===== src/rtl/bbc_keyboard_types.sv =====
// Shared types for the BBC micro keyboard matrix model: the registered keyboard
// state from the CSR source, the VIA/IC32 control bundle and the response bundle.
package bbc_keyboard_types;

    localparam int bbc_keyboard_num_columns = 10;
    localparam int bbc_keyboard_matrix_w    = 8 * bbc_keyboard_num_columns;

    typedef struct packed {
        logic        reset_pressed;
        logic [63:0] keys_down_cols_0_to_7;
        logic [15:0] keys_down_cols_8_to_9;
    } t_bbc_keyboard;

    typedef struct packed {
        logic       enable_n;
        logic [3:0] column;
        logic [2:0] row;
    } t_bbc_keyboard_control;

    typedef struct packed {
        logic       key_pressed;
        logic       column_activity;
        logic       reset_pressed;
        logic [3:0] scan_column;
    } t_bbc_keyboard_response;

endpackage


===== src/rtl/bbc_keyboard_column_select.sv =====
// Combinational column lookup: picks the 8 row bits of one column out of the
// flattened 80-bit key matrix. Columns past the physical matrix read as no keys.
module bbc_keyboard_column_select
    import bbc_keyboard_types::*;
(
    input  logic [3:0]                       column,
    input  logic [bbc_keyboard_matrix_w-1:0] matrix,
    output logic [7:0]                       column_bits
);

    // Select one byte of the matrix, or zero for the unpopulated columns 10-15
    always_comb begin
        column_bits = '0;
        if (column < 4'(bbc_keyboard_num_columns)) begin
            column_bits = matrix[{column, 3'b000} +: 8];
        end
    end

endmodule


===== src/rtl/bbc_keyboard_matrix.sv =====
// BBC micro keyboard matrix as seen by the system VIA.
// Auto-scan mode walks a 4-bit column counter and flags activity in rows 1-7;
// direct mode reports the single key addressed by the VIA column/row.
// Optional feature: define BBC_KEYBOARD_MATRIX_SNAPSHOT_EN to scan from an
// 80-bit snapshot taken at each scan wrap (and every cycle in direct mode).
module bbc_keyboard_matrix
    import bbc_keyboard_types::*;
#(
    parameter int SCAN_DIVIDE = 1
) (
    input  logic        clk,
    input  logic        clk__enable,
    input  logic        reset_n,
    input  logic        keyboard__reset_pressed,
    input  logic [63:0] keyboard__keys_down_cols_0_to_7,
    input  logic [15:0] keyboard__keys_down_cols_8_to_9,
    input  logic        keyboard_control__enable_n,
    input  logic [3:0]  keyboard_control__column,
    input  logic [2:0]  keyboard_control__row,
    output logic        keyboard_response__key_pressed,
    output logic        keyboard_response__column_activity,
    output logic        keyboard_response__reset_pressed,
    output logic [3:0]  keyboard_response__scan_column
);

    localparam logic [3:0] PRESCALE_LAST = 4'(SCAN_DIVIDE - 1);

    t_bbc_keyboard                    keyboard;
    t_bbc_keyboard_control            control;
    t_bbc_keyboard_response           response_p1;
    logic [3:0]                       counter;
    logic [3:0]                       prescaler;
    logic                             step;
    logic [bbc_keyboard_matrix_w-1:0] live_matrix;
    logic [bbc_keyboard_matrix_w-1:0] lookup_matrix;
    logic [7:0]                       column_bits;

    assign keyboard.reset_pressed         = keyboard__reset_pressed;
    assign keyboard.keys_down_cols_0_to_7 = keyboard__keys_down_cols_0_to_7;
    assign keyboard.keys_down_cols_8_to_9 = keyboard__keys_down_cols_8_to_9;

    assign control.enable_n = keyboard_control__enable_n;
    assign control.column   = keyboard_control__column;
    assign control.row      = keyboard_control__row;

    // Column c lives at bits [8c+7:8c]; columns 8 and 9 sit above the first 64 bits
    assign live_matrix = {keyboard.keys_down_cols_8_to_9, keyboard.keys_down_cols_0_to_7};

    // Counter advances on the last prescale count of an auto-scan cycle
    assign step = control.enable_n && (prescaler == PRESCALE_LAST);

`ifdef BBC_KEYBOARD_MATRIX_SNAPSHOT_EN
    logic                             wrap;
    logic [bbc_keyboard_matrix_w-1:0] snapshot;

    assign wrap = step && (counter == 4'hF);

    // Capture the matrix at the start of every scan pass, and continuously in direct mode
    always_ff @(posedge clk or negedge reset_n) begin
        if (!reset_n) begin
            snapshot <= '0;
        end else if (clk__enable && (wrap || !control.enable_n)) begin
            snapshot <= live_matrix;
        end
    end

    assign lookup_matrix = snapshot;
`else
    assign lookup_matrix = live_matrix;
`endif

    bbc_keyboard_column_select u_column_select (
        .column      (counter),
        .matrix      (lookup_matrix),
        .column_bits (column_bits)
    );

    // Column counter and prescaler: free-run in auto-scan, load from the VIA in direct mode
    always_ff @(posedge clk or negedge reset_n) begin
        if (!reset_n) begin
            counter   <= '0;
            prescaler <= '0;
        end else if (clk__enable) begin
            if (!control.enable_n) begin
                counter   <= control.column;
                prescaler <= '0;
            end else if (step) begin
                counter   <= counter + 4'd1;
                prescaler <= '0;
            end else begin
                prescaler <= prescaler + 4'd1;
            end
        end
    end

    // Registered response: row 0 never counts as activity; key_pressed only in direct mode
    always_ff @(posedge clk or negedge reset_n) begin
        if (!reset_n) begin
            response_p1 <= '0;
        end else if (clk__enable) begin
            response_p1.column_activity <= |column_bits[7:1];
            response_p1.key_pressed     <= !control.enable_n && column_bits[control.row];
            response_p1.reset_pressed   <= keyboard.reset_pressed;
            response_p1.scan_column     <= counter;
        end
    end

    assign keyboard_response__key_pressed     = response_p1.key_pressed;
    assign keyboard_response__column_activity = response_p1.column_activity;
    assign keyboard_response__reset_pressed   = response_p1.reset_pressed;
    assign keyboard_response__scan_column     = response_p1.scan_column;

endmodule

===== config.mk =====
export PLATFORM = sky130hd
export DESIGN_NAME = bbc_keyboard_matrix
export DESIGN_NICKNAME = d
export VERILOG_FILES = /design/src/rtl/bbc_keyboard_types.sv /design/src/rtl/bbc_keyboard_column_select.sv /design/src/rtl/bbc_keyboard_matrix.sv
export SDC_FILE = /design/constraint.sdc
export NUM_CORES = 1
export LEC_CHECK = 0
export ABC_AREA = 1
export BUFFER_PORTS_ARGS = -buffer_cell sky130_fd_sc_hd__buf_4
export CAP_MARGIN = 30
export CORE_ASPECT_RATIO = 1.75
export CORE_MARGIN = 2
export CORE_UTILIZATION = 48
export DETAILED_ROUTE_END_ITERATION = 10
export PLACE_DENSITY = 0.95
export RECOVER_POWER = 50
export SLEW_MARGIN = 40
export SYNTH_ARGS = -nofsm -noshare
export SYNTH_HDL_FRONTEND = slang
export SYNTH_HIERARCHICAL = 1
export SYNTH_SLANG_ARGS = --single-unit

===== constraint.sdc =====
create_clock -name clk -period 2.4 [get_ports clk]
set_clock_uncertainty 0.1 [all_clocks]
set_input_delay 0.12 -clock clk [delete_from_list [all_inputs] [get_ports clk]]
set_output_delay 0.12 -clock clk [all_outputs]
set_load 0.005 [all_outputs]

Word-level counts from Yosys, hierarchy flattened

Index checks and enable logic that the tools add are counted.

Output and inout port bits: 7
Logic and storage cells: 25
Input bits: 92
Bits in registers: 15

Multiplexer cells: 7
Reductions and logical operators: 6
Add/subtract/negate cells: 2
Equality and inequality tests: 1
Order comparisons: 2
Shift-type cells: 1

Operators with widths:

| cell                  | number |
|---|---|
| $shiftx A80 B8 Y8     | 1 |
| $mux W4               | 4 |
| $add A4 B1 Y4 const B | 2 |
| $mux W8               | 1 |
| $reduce_or A7 Y1      | 1 |
| $logic_not A4 Y1      | 1 |
| $lt A3 B4 Y1 const B  | 1 |
| $lt A4 B4 Y1 const B  | 1 |
| $bmux W1 S3           | 1 |
| $logic_and A1 B1 Y1   | 2 |
| $ne A2 B1 Y1 const B  | 1 |
| $reduce_and A2 Y1     | 1 |
| $logic_not A1 Y1      | 1 |
| $mux W1               | 1 |

Longest topological paths before layout

Gate-level depths: netlist of the first run.

Word-level depth: 5
Gate-level depth with buffers: 14
Depth with buffers taken out: 13

By module

The synthesis of the first run kept the hierarchy.

By module, submodules not included:

| module                     | seq. area each (µm²) | times used | area each (µm²) | cells an instance |
|---|---|---|---|---|
| bbc_keyboard_column_select | 0.0                  | 1          | 924.6           | 211 |
| bbc_keyboard_matrix        | 375.4                | 1          | 835.8           | 109 |

Least setup slack after synthesis of the first run

OpenSTA, ideal clock, no wires.

Kind: reg-to-reg
From: register counter[0]
To: register response_p1 (netlist bit keyboard_response__key_pressed)
Slack: 0.773 ns
Required time: 2.184 ns
Clock period less this slack: 1.627 ns
Buffers on the path: 2
Stages on the path, launching flop included: 13
Data arrival time: 1.411 ns
Setup time: 0.116 ns
Cells stage by stage: dfrtp_1 -> buf_4 -> buf_6 -> o211ai_1 -> nand3_1 -> nand2_1 -> nand2_1 -> nand2_1 -> nand3_1 -> nand3_1 -> nand2_1 -> nand2_1 -> nand2_1

Cells in the longest elaborated chain, start to end: 5
Elaborated cells between the ends (all ways): 6
Those cells by class: order compare: 1; shift: 1; mux: 3; reduce/logical: 1

RTL lines:

| element                                           | line                                                               | text |
|---|---|---|
| start: declaration                                | bbc_keyboard_matrix.sv:31                                          | `logic [3:0] counter;` |
| start signal: assignment                          | bbc_keyboard_matrix.sv:85                                          | `counter <= control.column;` |
| start signal: assignment                          | bbc_keyboard_matrix.sv:88                                          | `counter <= counter + 4'd1;` |
| $shiftx A80 B8 Y8 or $lt A4 B4 Y1 (tied branches) | bbc_keyboard_column_select.sv:15, bbc_keyboard_column_select.sv:14 |  |
| $mux W8 (*)                                       | bbc_keyboard_column_select.sv:14                                   | `if (column < 4'(bbc_keyboard_num_columns)) begin` |
| via column_bits[1]                                | bbc_keyboard_matrix.sv:36                                          | `logic [7:0] column_bits;` |
| $bmux W1 S3 (*)                                   | bbc_keyboard_matrix.sv:102                                         | `response_p1.key_pressed <= !control.enable_n && column_bits[control.row];` |
| $mux W1 (not written as such) (*)                 | bbc_keyboard_matrix.sv:102                                         |  |
| $logic_and A1 B1 Y1 (*)                           | bbc_keyboard_matrix.sv:102                                         |  |
| end: declaration                                  | bbc_keyboard_matrix.sv:30                                          | `t_bbc_keyboard_response response_p1;` |

Mark *: on every way through the listed nets, which the timed path passes. The rest lies on a longest branch. The select of a mux whose other input is x is not followed.
A chain may end at the register's enable or synchronous reset.

Worst setup path after layout of the first run

Same ends and word-level chain as after synthesis.

==> impl_metrics.json, run 1 <==
{
  "status": "complete, no violations",
  "rows": 29,
  "fin_util_pct": 71.5,
  "htreeDepth": 1,
  "ff2ff_setup_slack_ns": 0.42,
  "nets": 508,
  "rr_startpoint": "counter[0]",
  "core_area_mm2": 0.00356,
  "dr.pass1.iters": 5,
  "regArea_um2": 375,
  "fin_tns_setup_ns": 0,
  "grt_max_degree": 47,
  "netlist_instances": 320,
  "met1_length_um": 2070,
  "path_buf_inv": 1,
  "crit_path_max_incr_delay_ns": 0.48,
  "grt_pass1_wl_um": 9110,
  "multi_input_area_mm2": 0.00109,
  "rsz0062_at_grt": "false",
  "crit_family": "simple AND/OR/NAND/NOR gates",
  "p_leak_nw": 1.49,
  "crit_type": "reg2reg",
  "path_cells": "inv_2 -> nand2_1 -> a21oi_1 -> nand3_1 -> nand2_1 -> nand2_1 -> nand3_1 -> nand3_1 -> nand2_1 -> nand2_1 -> nand2_1",
  "startpoint_type": "register",
  "crit_start": "counter[0]",
  "drt_iter0_drc": 59,
  "synth_top_family_by_area": "simple AND/OR/NAND/NOR gates",
  "worstHoldStart": "keyboard_control__column[1]",
  "grt_pass1_vias": 2140,
  "ys_types": 25,
  "ctsResizeCount": 0,
  "gp_congestion": 0.992,
  "yosysWarnings": 6,
  "seq_area_frac_synth_pct": 21.3,
  "diodes": 0,
  "routed_via_density": 5.10,
  "cts_tree": "done",
  "yosys.area_share.simple_pct": 49.9,
  "num_vias": 2336,
  "antenna_found_initial": 0,
  "grt_use_total_pct": 27.0,
  "wl_met2_um": 3010,
  "path_max_fanout": 33,
  "final_cell_mix": "nand2_1, buf_4, nand3_1",
  "tightest_slew_ns": 0.840,
  "die_area_mm2": 0.00419,
  "synthMuxAreaShare_pct": 0.569,
  "setup_viol_count_final": 0,
  "synthTopCellsByArea": "nand2_1, dfrtp_1, nand3_1",
  "finalPower_w": 0.00209,
  "antenna_left": 0,
  "routed_wirelength_um": 5720,
  "timing.final.ws_setup_ns": 0.425,
  "top_layer_used": "met4",
  "powerDensity_mw_per_mm2": 821,
  "relSlewSlack_pct": 44.0,
  "ys_seq_elements": 15,
  "hpwl_um": 4510,
  "drc": 0,
  "syn_nets": 415,
  "cpMaxStageDelayCell": "dfrtp_1",
  "maxSlewViolCount": 0,
  "synth_edf_count": 0,
  "drive_above_1_share_pct": 28.2,
  "met3_length_um": 411,
  "synth-adder-area-share_pct": 2.13,
  "crit_arrival_ns": 2.05,
  "max_freq_mhz": 506,
  "synth_xor_area_share_pct": 0.995,
  "synthesis.area_mm2": 0.00176,
  "wire_per_inst_um": 12.5,
  "finalCritPeriodShare_pct": 82.3,
  "hold_viol_final": 0,
  "final_common_cell": "nand2_1",
  "required_ns": 2.48,
  "vdd_drop_max_mv": 0.573,
  "ios": 99,
  "io_buffers": 98,
  "die_w_um": 49.8,
  "yosysTopAreaCellShare_pct": 26.7,
  "worstHoldPathType": "in2reg",
  "avgSynthCellArea_um2": 5.50,
  "endpoint_kind": "register",
  "syn_to_final_growth_pct": 44.5,
  "synth_flop_cell": "dfrtp_1",
  "start_util_pct": 49.5,
  "grt_remaining_overflow": 0,
  "path_clk_slew_ns": 0.06,
  "synth-compound-area-share_pct": 8.46,
  "cts_max_path_buffers": 2,
  "cts-root-buf": "clkbuf_8",
  "synth_top_area_cell": "nand2_1",
  "fin_crit_ns": 1.98,
  "async_flop_share_pct": 100,
  "cts-buffers-inserted": 3,
  "clkSinkCount": 15,
  "fillers": 322,
  "max-cap-violations": 0,
  "clk_latency_ns": 0.24,
  "dp_slack_ns": 0.462,
  "cp_common_cell": "nand2_1",
  "die_h_um": 84.1
}
[flip-flops by register name, summed over array words and instances, names as in the netlist]
signal,cells
keyboard_response__key_pressed,1
keyboard_response__scan_column,4
keyboard_response__reset_pressed,1
keyboard_response__column_activity,1
prescaler,4
counter,4
[through the flow]
stage,instances,area [µm²],hold WS (ns)
CTS,458,2550,0.0541
global route,458,2540,0.0793
finish,458,2540,0.0498
global placement,452,2480,-0.119
floorplan,320,1760,-0.276
detailed placement,452,2480,-0.116
[synthesized netlist by cell type (3+ instances only)]
library cell,number
nor2_1,17
nand2_2,3
nand2_1,125
buf_6,3
or2_1,3
o21ai_0,7
inv_2,4
dfrtp_1,15
o21ai_1,4
buf_2,7
buf_4,5
inv_1,44
nand3_1,54
a21oi_1,11
nor3_1,3
ha_1,3
[metal layers]
metal  GRT usage, %  up-vias
li1               -     1174
met1           27.9     1030
met2           51.8      110
met3           2.87       22
met4           12.6        0
met5              0        -
[power breakdown]
group | switching [W] | leakage, nW | internal [W] | total [W]
sequential | 0.000108 | 0.187 | 0.000333 | 0.000441
clock | 0.0000813 | 0.0228 | 0.000117 | 0.000199
combinational | 0.000862 | 1.28 | 0.000587 | 0.00145
[logic make-up (layout without fill, tap and decap cells)]
kind of cell | count (synthesis) | after routing
mux | 1 | 1
compound gates | 27 | 27
fa+ha+maj | 3 | 3
simple gates | 208 | 208
flops | 15 | 15
xor+xnor | 2 | 2
buf+inv | 64 | 156
[worst register-to-register path: cells and delay by family, from the launching register on]
kind                   cells  cell delay, ns
AOI/OAI and AO/OA          1            0.18
buffers and inverters      1            0.42
DFF                        1            0.48
and+or+nand+nor            9            0.72
[timing repair]
| action | CTS | global route |
|---|---|---|
| hold buffers | 2 | 0 |
| setup buffers | 0 | 0 |
| endpoints found under the setup margin | 0 | 0 |
| endpoints found under the hold margin | 16 | 0 |
[cell type report]
cell class | instances | area share [%]
Multi-Input combinational cell | 241 | 42.9
Clock buffer | 4 | 1.77
Timing Repair Buffer | 103 | 30.9
Sequential cell | 15 | 14.8
Tap cell | 46 | 2.26
Inverter | 49 | 7.33
[final timing paths]
kind,endpoint,cells after the start
min in group asynchronous,prescaler[1],2
max in group asynchronous,keyboard_response__key_pressed,2
hold / removal,counter[1],3
hold reg to reg,keyboard_response__reset_pressed,2
setup reg to reg,keyboard_response__key_pressed,11
setup / recovery,keyboard_response__key_pressed,11
(Power assumes the default switching activity.)
==> run 2, diff against run 1 <==
CORE_UTILIZATION = 41   (was 48)
PLACE_DENSITY = 0.89   (was 0.95)
clock period = 1.63 ns   (was 2.4 ns; I/O delays follow)
==> run 2 against run 1 <==
Against the previous run:
- the run now ends with setup timing left
- design area increased by 18%
- register-to-register slack worse by 0.67 ns
- die area increased by 16%
- combinational power is 130% higher
- sequential share of layout area is 2.2 points lower
- critical path type unchanged
- critical endpoint unchanged
==> impl_metrics.json, run 2 (synthesized netlist as in run 1, its figures left out) <==
{
  "status": "finished, violations left",
  "violations": "setup timing",
  "final_common_cell": "nand2_1",
  "multi_input_area_mm2": 0.00126,
  "p_leak_nw": 1.67,
  "worstHoldStart": "keyboard_control__column[1]",
  "dp_slack_ns": -0.0940,
  "routed_via_density": 5.29,
  "drive_above_1_share_pct": 42.3,
  "max_freq_mhz": 534,
  "startpoint_type": "register",
  "num_vias": 2548,
  "diodes": 0,
  "stdcell_count": 482,
  "nets": 529,
  "gp_congestion": 1.01,
  "fin_util_pct": 72.5,
  "crit_start": "counter[0]",
  "die_area_mm2": 0.00485,
  "vdd_drop_max_mv": 0.949,
  "antenna_found_initial": 0,
  "cts-buffers-inserted": 3,
  "regArea_um2": 378,
  "final_cell_mix": "nand2_1, buf_4, inv_1",
  "syn_to_final_growth_pct": 70.9,
  "drc": 0,
  "rr_startpoint": "counter[0]",
  "htreeDepth": 1,
  "grt_max_degree": 17,
  "cts_max_path_buffers": 2,
  "fin_tns_setup_ns": -0.429,
  "clk_latency_ns": 0.25,
  "die_w_um": 53.5,
  "hold_viol_final": 0,
  "ios": 99,
  "rows": 31,
  "fin_crit_ns": 1.87,
  "worstHoldPathType": "in2reg",
  "rsz0062_at_grt": "true",
  "path_max_fanout": 8,
  "maxSlewViolCount": 0,
  "grt_remaining_overflow": 0,
  "setup_viol_count_final": 2,
  "die_h_um": 90.7,
  "routed_wirelength_um": 6990,
  "endpoint_kind": "register",
  "path_clk_slew_ns": 0.06,
  "hpwl_um": 4590,
  "grt_pass1_wl_um": 9550,
  "cts_tree": "done",
  "drt_iter0_drc": 90,
  "relSlewSlack_pct": 45.1,
  "clkSinkCount": 15,
  "start_util_pct": 42.4,
  "io_buffers": 98,
  "tightest_slew_ns": 0.824,
  "timing.final.ws_setup_ns": -0.244,
  "powerDensity_mw_per_mm2": 1420,
  "core_area_mm2": 0.00415,
  "fillers": 295,
  "max-cap-violations": 0,
  "grt_use_total_pct": 25.6,
  "antenna_left": 0,
  "cts-root-buf": "clkbuf_8",
  "required_ns": 1.67,
  "crit_type": "reg2reg",
  "finalCritPeriodShare_pct": 115,
  "grt_pass1_vias": 2360,
  "wire_per_inst_um": 14.5,
  "dr.pass1.iters": 6,
  "crit_arrival_ns": 1.92,
  "dp_cells": 467
}
[run 2: timing repair]
action	4_1_cts	5_1_grt
hold endpoints to repair	16	0
buffers inserted	3	1
hold buffers	2	0
endpoints found under the setup margin	2	2
cloned	3	3
pin swaps	6	22
resized for setup	9	51
[run 2: critical path, stage by stage (launching register included)]
cell and delay (ns):
dfrtp_2 0.47, clkinv_4 0.16, clkbuf_16 0.20, o21ai_2 0.15, nand3_1 0.09, nand2_1 0.13, nand2_2 0.08, nand2_2 0.09
nand3_2 0.07, nand3_2 0.08, nand2_1 0.05, nand2_1 0.05, nand2_1 0.05
[run 2: final timing paths]
path                                                endpoint  slack [ns]  depth (start not counted)
setup reg to reg              keyboard_response__key_pressed       -0.24                         12
hold reg to reg            keyboard_response__scan_column[1]        0.38                          2
max in group asynchronous                         counter[0]        0.53                          2
setup / recovery              keyboard_response__key_pressed       -0.24                         12
hold / removal                                    counter[1]        0.03                          3
min in group asynchronous                       prescaler[1]        0.34                          2
[run 2: metrics by stage]
step	hold slack, ns	power [W]	cell area (µm²)
after CTS	0.0295	0.00370	2800
after global placement	-0.155	0.00296	2600
after detailed placement	-0.152	0.00302	2600
after floorplan	-0.314	0.00220	1760
after global routing	0.0368	0.00458	3010
final	0.0297	0.00428	3010
[run 2: area by class of cell]
| cell class | count | area share, % |
|---|---|---|
| timing repair inverter | 1 | 0.249 |
| sequential | 15 | 12.6 |
| tap | 49 | 2.04 |
| clock buffer | 4 | 1.50 |
| timing repair buffer | 123 | 35.3 |
| inverter | 49 | 6.49 |
| multi-input combinational | 241 | 41.9 |
[run 2: power breakdown]
group	internal (W)	leakage (nW)	total, W	switching, W
clock network	0.000173	0.0228	0.000302	0.000129
registers	0.000495	0.185	0.000639	0.000143
logic	0.00151	1.47	0.00333	0.00182
total	0.00218	1.67	0.00428	0.00209
[run 2: metal layers]
layer | GRT usage [%] | up-vias | share of wire [%]
met5 | 0 | - | 0
li1 | - | 1222 | -
met2 | 45.9 | 152 | 52
met3 | 3.81 | 46 | 8.5
met1 | 25.2 | 1128 | 33
met4 | 16.7 | 0 | 6.5
==> run 3, diff against run 2 <==
CELL_PAD_IN_SITES_DETAIL_PLACEMENT = 0   (was unset)
CELL_PAD_IN_SITES_GLOBAL_PLACEMENT = 1   (was unset)
CORE_UTILIZATION = 25   (was 41)
PLACE_DENSITY = 0.87   (was 0.89)
==> run 3 against run 2 <==
Against the previous run:
- the run still ends with setup timing left
- count of clock-buffer cells in the layout unchanged
- routed wire length down 13%
- worst hold slack worse by 0.014 ns
- die area rose by 60%
- sequential share of layout area up 0.91 points
- non-clock buffer count is 2 lower
- worst setup slack better by 0.18 ns
- combinational power fell by 23%
- core utilization fell by 32 points
- flip-flop and latch count unchanged
- total power down 14%
- critical path depth unchanged
- critical path type unchanged
- critical endpoint unchanged
==> impl_metrics.json, run 3 (synthesized netlist as in run 1, its figures left out) <==
{
  "startpoint_type": "register",
  "status": "finished, violations left",
  "dp_cells": 508,
  "worstHoldPathType": "in2reg",
  "grt_pass1_wl_um": 9810,
  "tightest_slew_ns": 0.850,
  "die_w_um": 67.4,
  "ff2ff_setup_slack_ns": -0.06,
  "rows": 40,
  "ios": 99,
  "clkSinkCount": 15,
  "routed_wirelength_um": 6070,
  "required_ns": 1.67,
  "powerDensity_mw_per_mm2": 1310,
  "hold_viol_final": 0,
  "nets": 526,
  "crit_type": "reg2reg",
  "diodes": 0,
  "timing.final.ws_setup_ns": -0.0630,
  "fin_tns_setup_ns": -0.101,
  "routed_via_density": 4.45,
  "fin_crit_ns": 1.69,
  "max_freq_mhz": 591,
  "cts-root-buf": "clkbuf_16",
  "num_vias": 2286,
  "path_max_fanout": 27,
  "relSlewSlack_pct": 43.3,
  "grt_remaining_overflow": 0,
  "dr.pass1.iters": 5,
  "drt_iter0_drc": 101,
  "htreeDepth": 1,
  "post_cts.repair.setup_buffers": 0,
  "grt_max_degree": 28,
  "violations": "setup timing",
  "core_area_mm2": 0.00686,
  "endpoint_kind": "register",
  "p_leak_nw": 1.61,
  "grt_pass1_vias": 2355,
  "hpwl_um": 5140,
  "cts_max_path_buffers": 2,
  "cts-buffers-inserted": 3,
  "wire_per_inst_um": 11.8,
  "drc": 0,
  "drive_above_1_share_pct": 32.3,
  "fin_util_pct": 40.9,
  "syn_to_final_growth_pct": 59.4,
  "die_h_um": 115,
  "antenna_left": 0,
  "max-cap-violations": 0,
  "rsz0062_at_grt": "true",
  "io_buffers": 98,
  "clk_latency_ns": 0.25,
  "finalCritPeriodShare_pct": 104,
  "start_util_pct": 25.7,
  "die_area_mm2": 0.00776,
  "gp_congestion": 0.792,
  "vdd_drop_max_mv": 0.731,
  "antenna_found_initial": 0,
  "maxSlewViolCount": 0,
  "setup_viol_count_final": 2,
  "dp_slack_ns": -0.0975,
  "final_cell_mix": "nand2_1, buf_4, nand3_1",
  "cts_tree": "done",
  "path_clk_slew_ns": 0.05,
  "stdcell_count": 514,
  "crit_arrival_ns": 1.73,
  "final_common_cell": "nand2_1",
  "grt_use_total_pct": 16.0,
  "finalPower_w": 0.00367
}
-- run 3: changes by cell type in the layout (fill, tap and decap cells not counted), sizes merged --
cell,before,now
clkbuf,8,6
clkinvlp,2,0
inv,47,49
clkinv,1,0
-- run 3: per-layer routing --
metal  up-vias  track usage, %  routed length, µm
met5         -               0                  0
met3         3            1.17                338
met1      1007            17.7               2250
met4         0            2.45                 36
li1       1210               -                  -
met2        66            32.2               3440
-- run 3: through the flow --
stage                     instance area [µm²]  hold WS, ns
final                                    2810       0.0155
after global routing                     2810       0.0436
after CTS                                2800       0.0179
after detailed placement                 2690       -0.149
after global placement                   2690       -0.153
after floorplan                          1760       -0.314
-- run 3: worst max-delay path, cell delays in order (launching register included) --
cell	delay, ns
dfrtp_2	0.44
buf_12	0.17
or2_1	0.23
nand3_1	0.07
nand3_1	0.08
nand3_1	0.07
nand2_1	0.07
nand2_1	0.07
nand3_1	0.06
nand3_1	0.08
nand2_1	0.05
nand2_1	0.05
nand2_1	0.04
-- run 3: cell type report --
| type | instances | area, µm² |
|---|---|---|
| Fill cell | 734 | 4050 |
| Inverter | 49 | 186 |
| Tap cell | 84 | 105 |
| Timing Repair Buffer | 121 | 955 |
| Multi-Input combinational cell | 241 | 1100 |
| Clock buffer | 4 | 78.8 |
| Sequential cell | 15 | 378 |
-- run 3: worst paths after layout --
check / start / to / cells after the start
worst max-delay path: counter[0] / keyboard_response__key_pressed / 12
worst min-delay path: keyboard_control__column[1] / counter[1] / 3
worst max register to register: counter[0] / keyboard_response__key_pressed / 12
worst min register to register: keyboard_response__reset_pressed / keyboard_response__reset_pressed / 2
max in group asynchronous: reset_n / counter[1] / 2
min in group asynchronous: reset_n / keyboard_response__scan_column[3] / 2
-- run 3: what timing repair did --
| action | in CTS | in global routing |
|---|---|---|
| resized for setup | 3 | 4 |
| endpoints found under the setup margin | 2 | 2 |
| endpoints found under the hold margin | 16 | 0 |
| hold buffers | 2 | 0 |
-- run 3: where the power goes --
part	switching, W	internal, W
combinational	0.00137	0.00119
sequential	0.000122	0.000496
clock	0.000155	0.000332
total	0.00164	0.00202
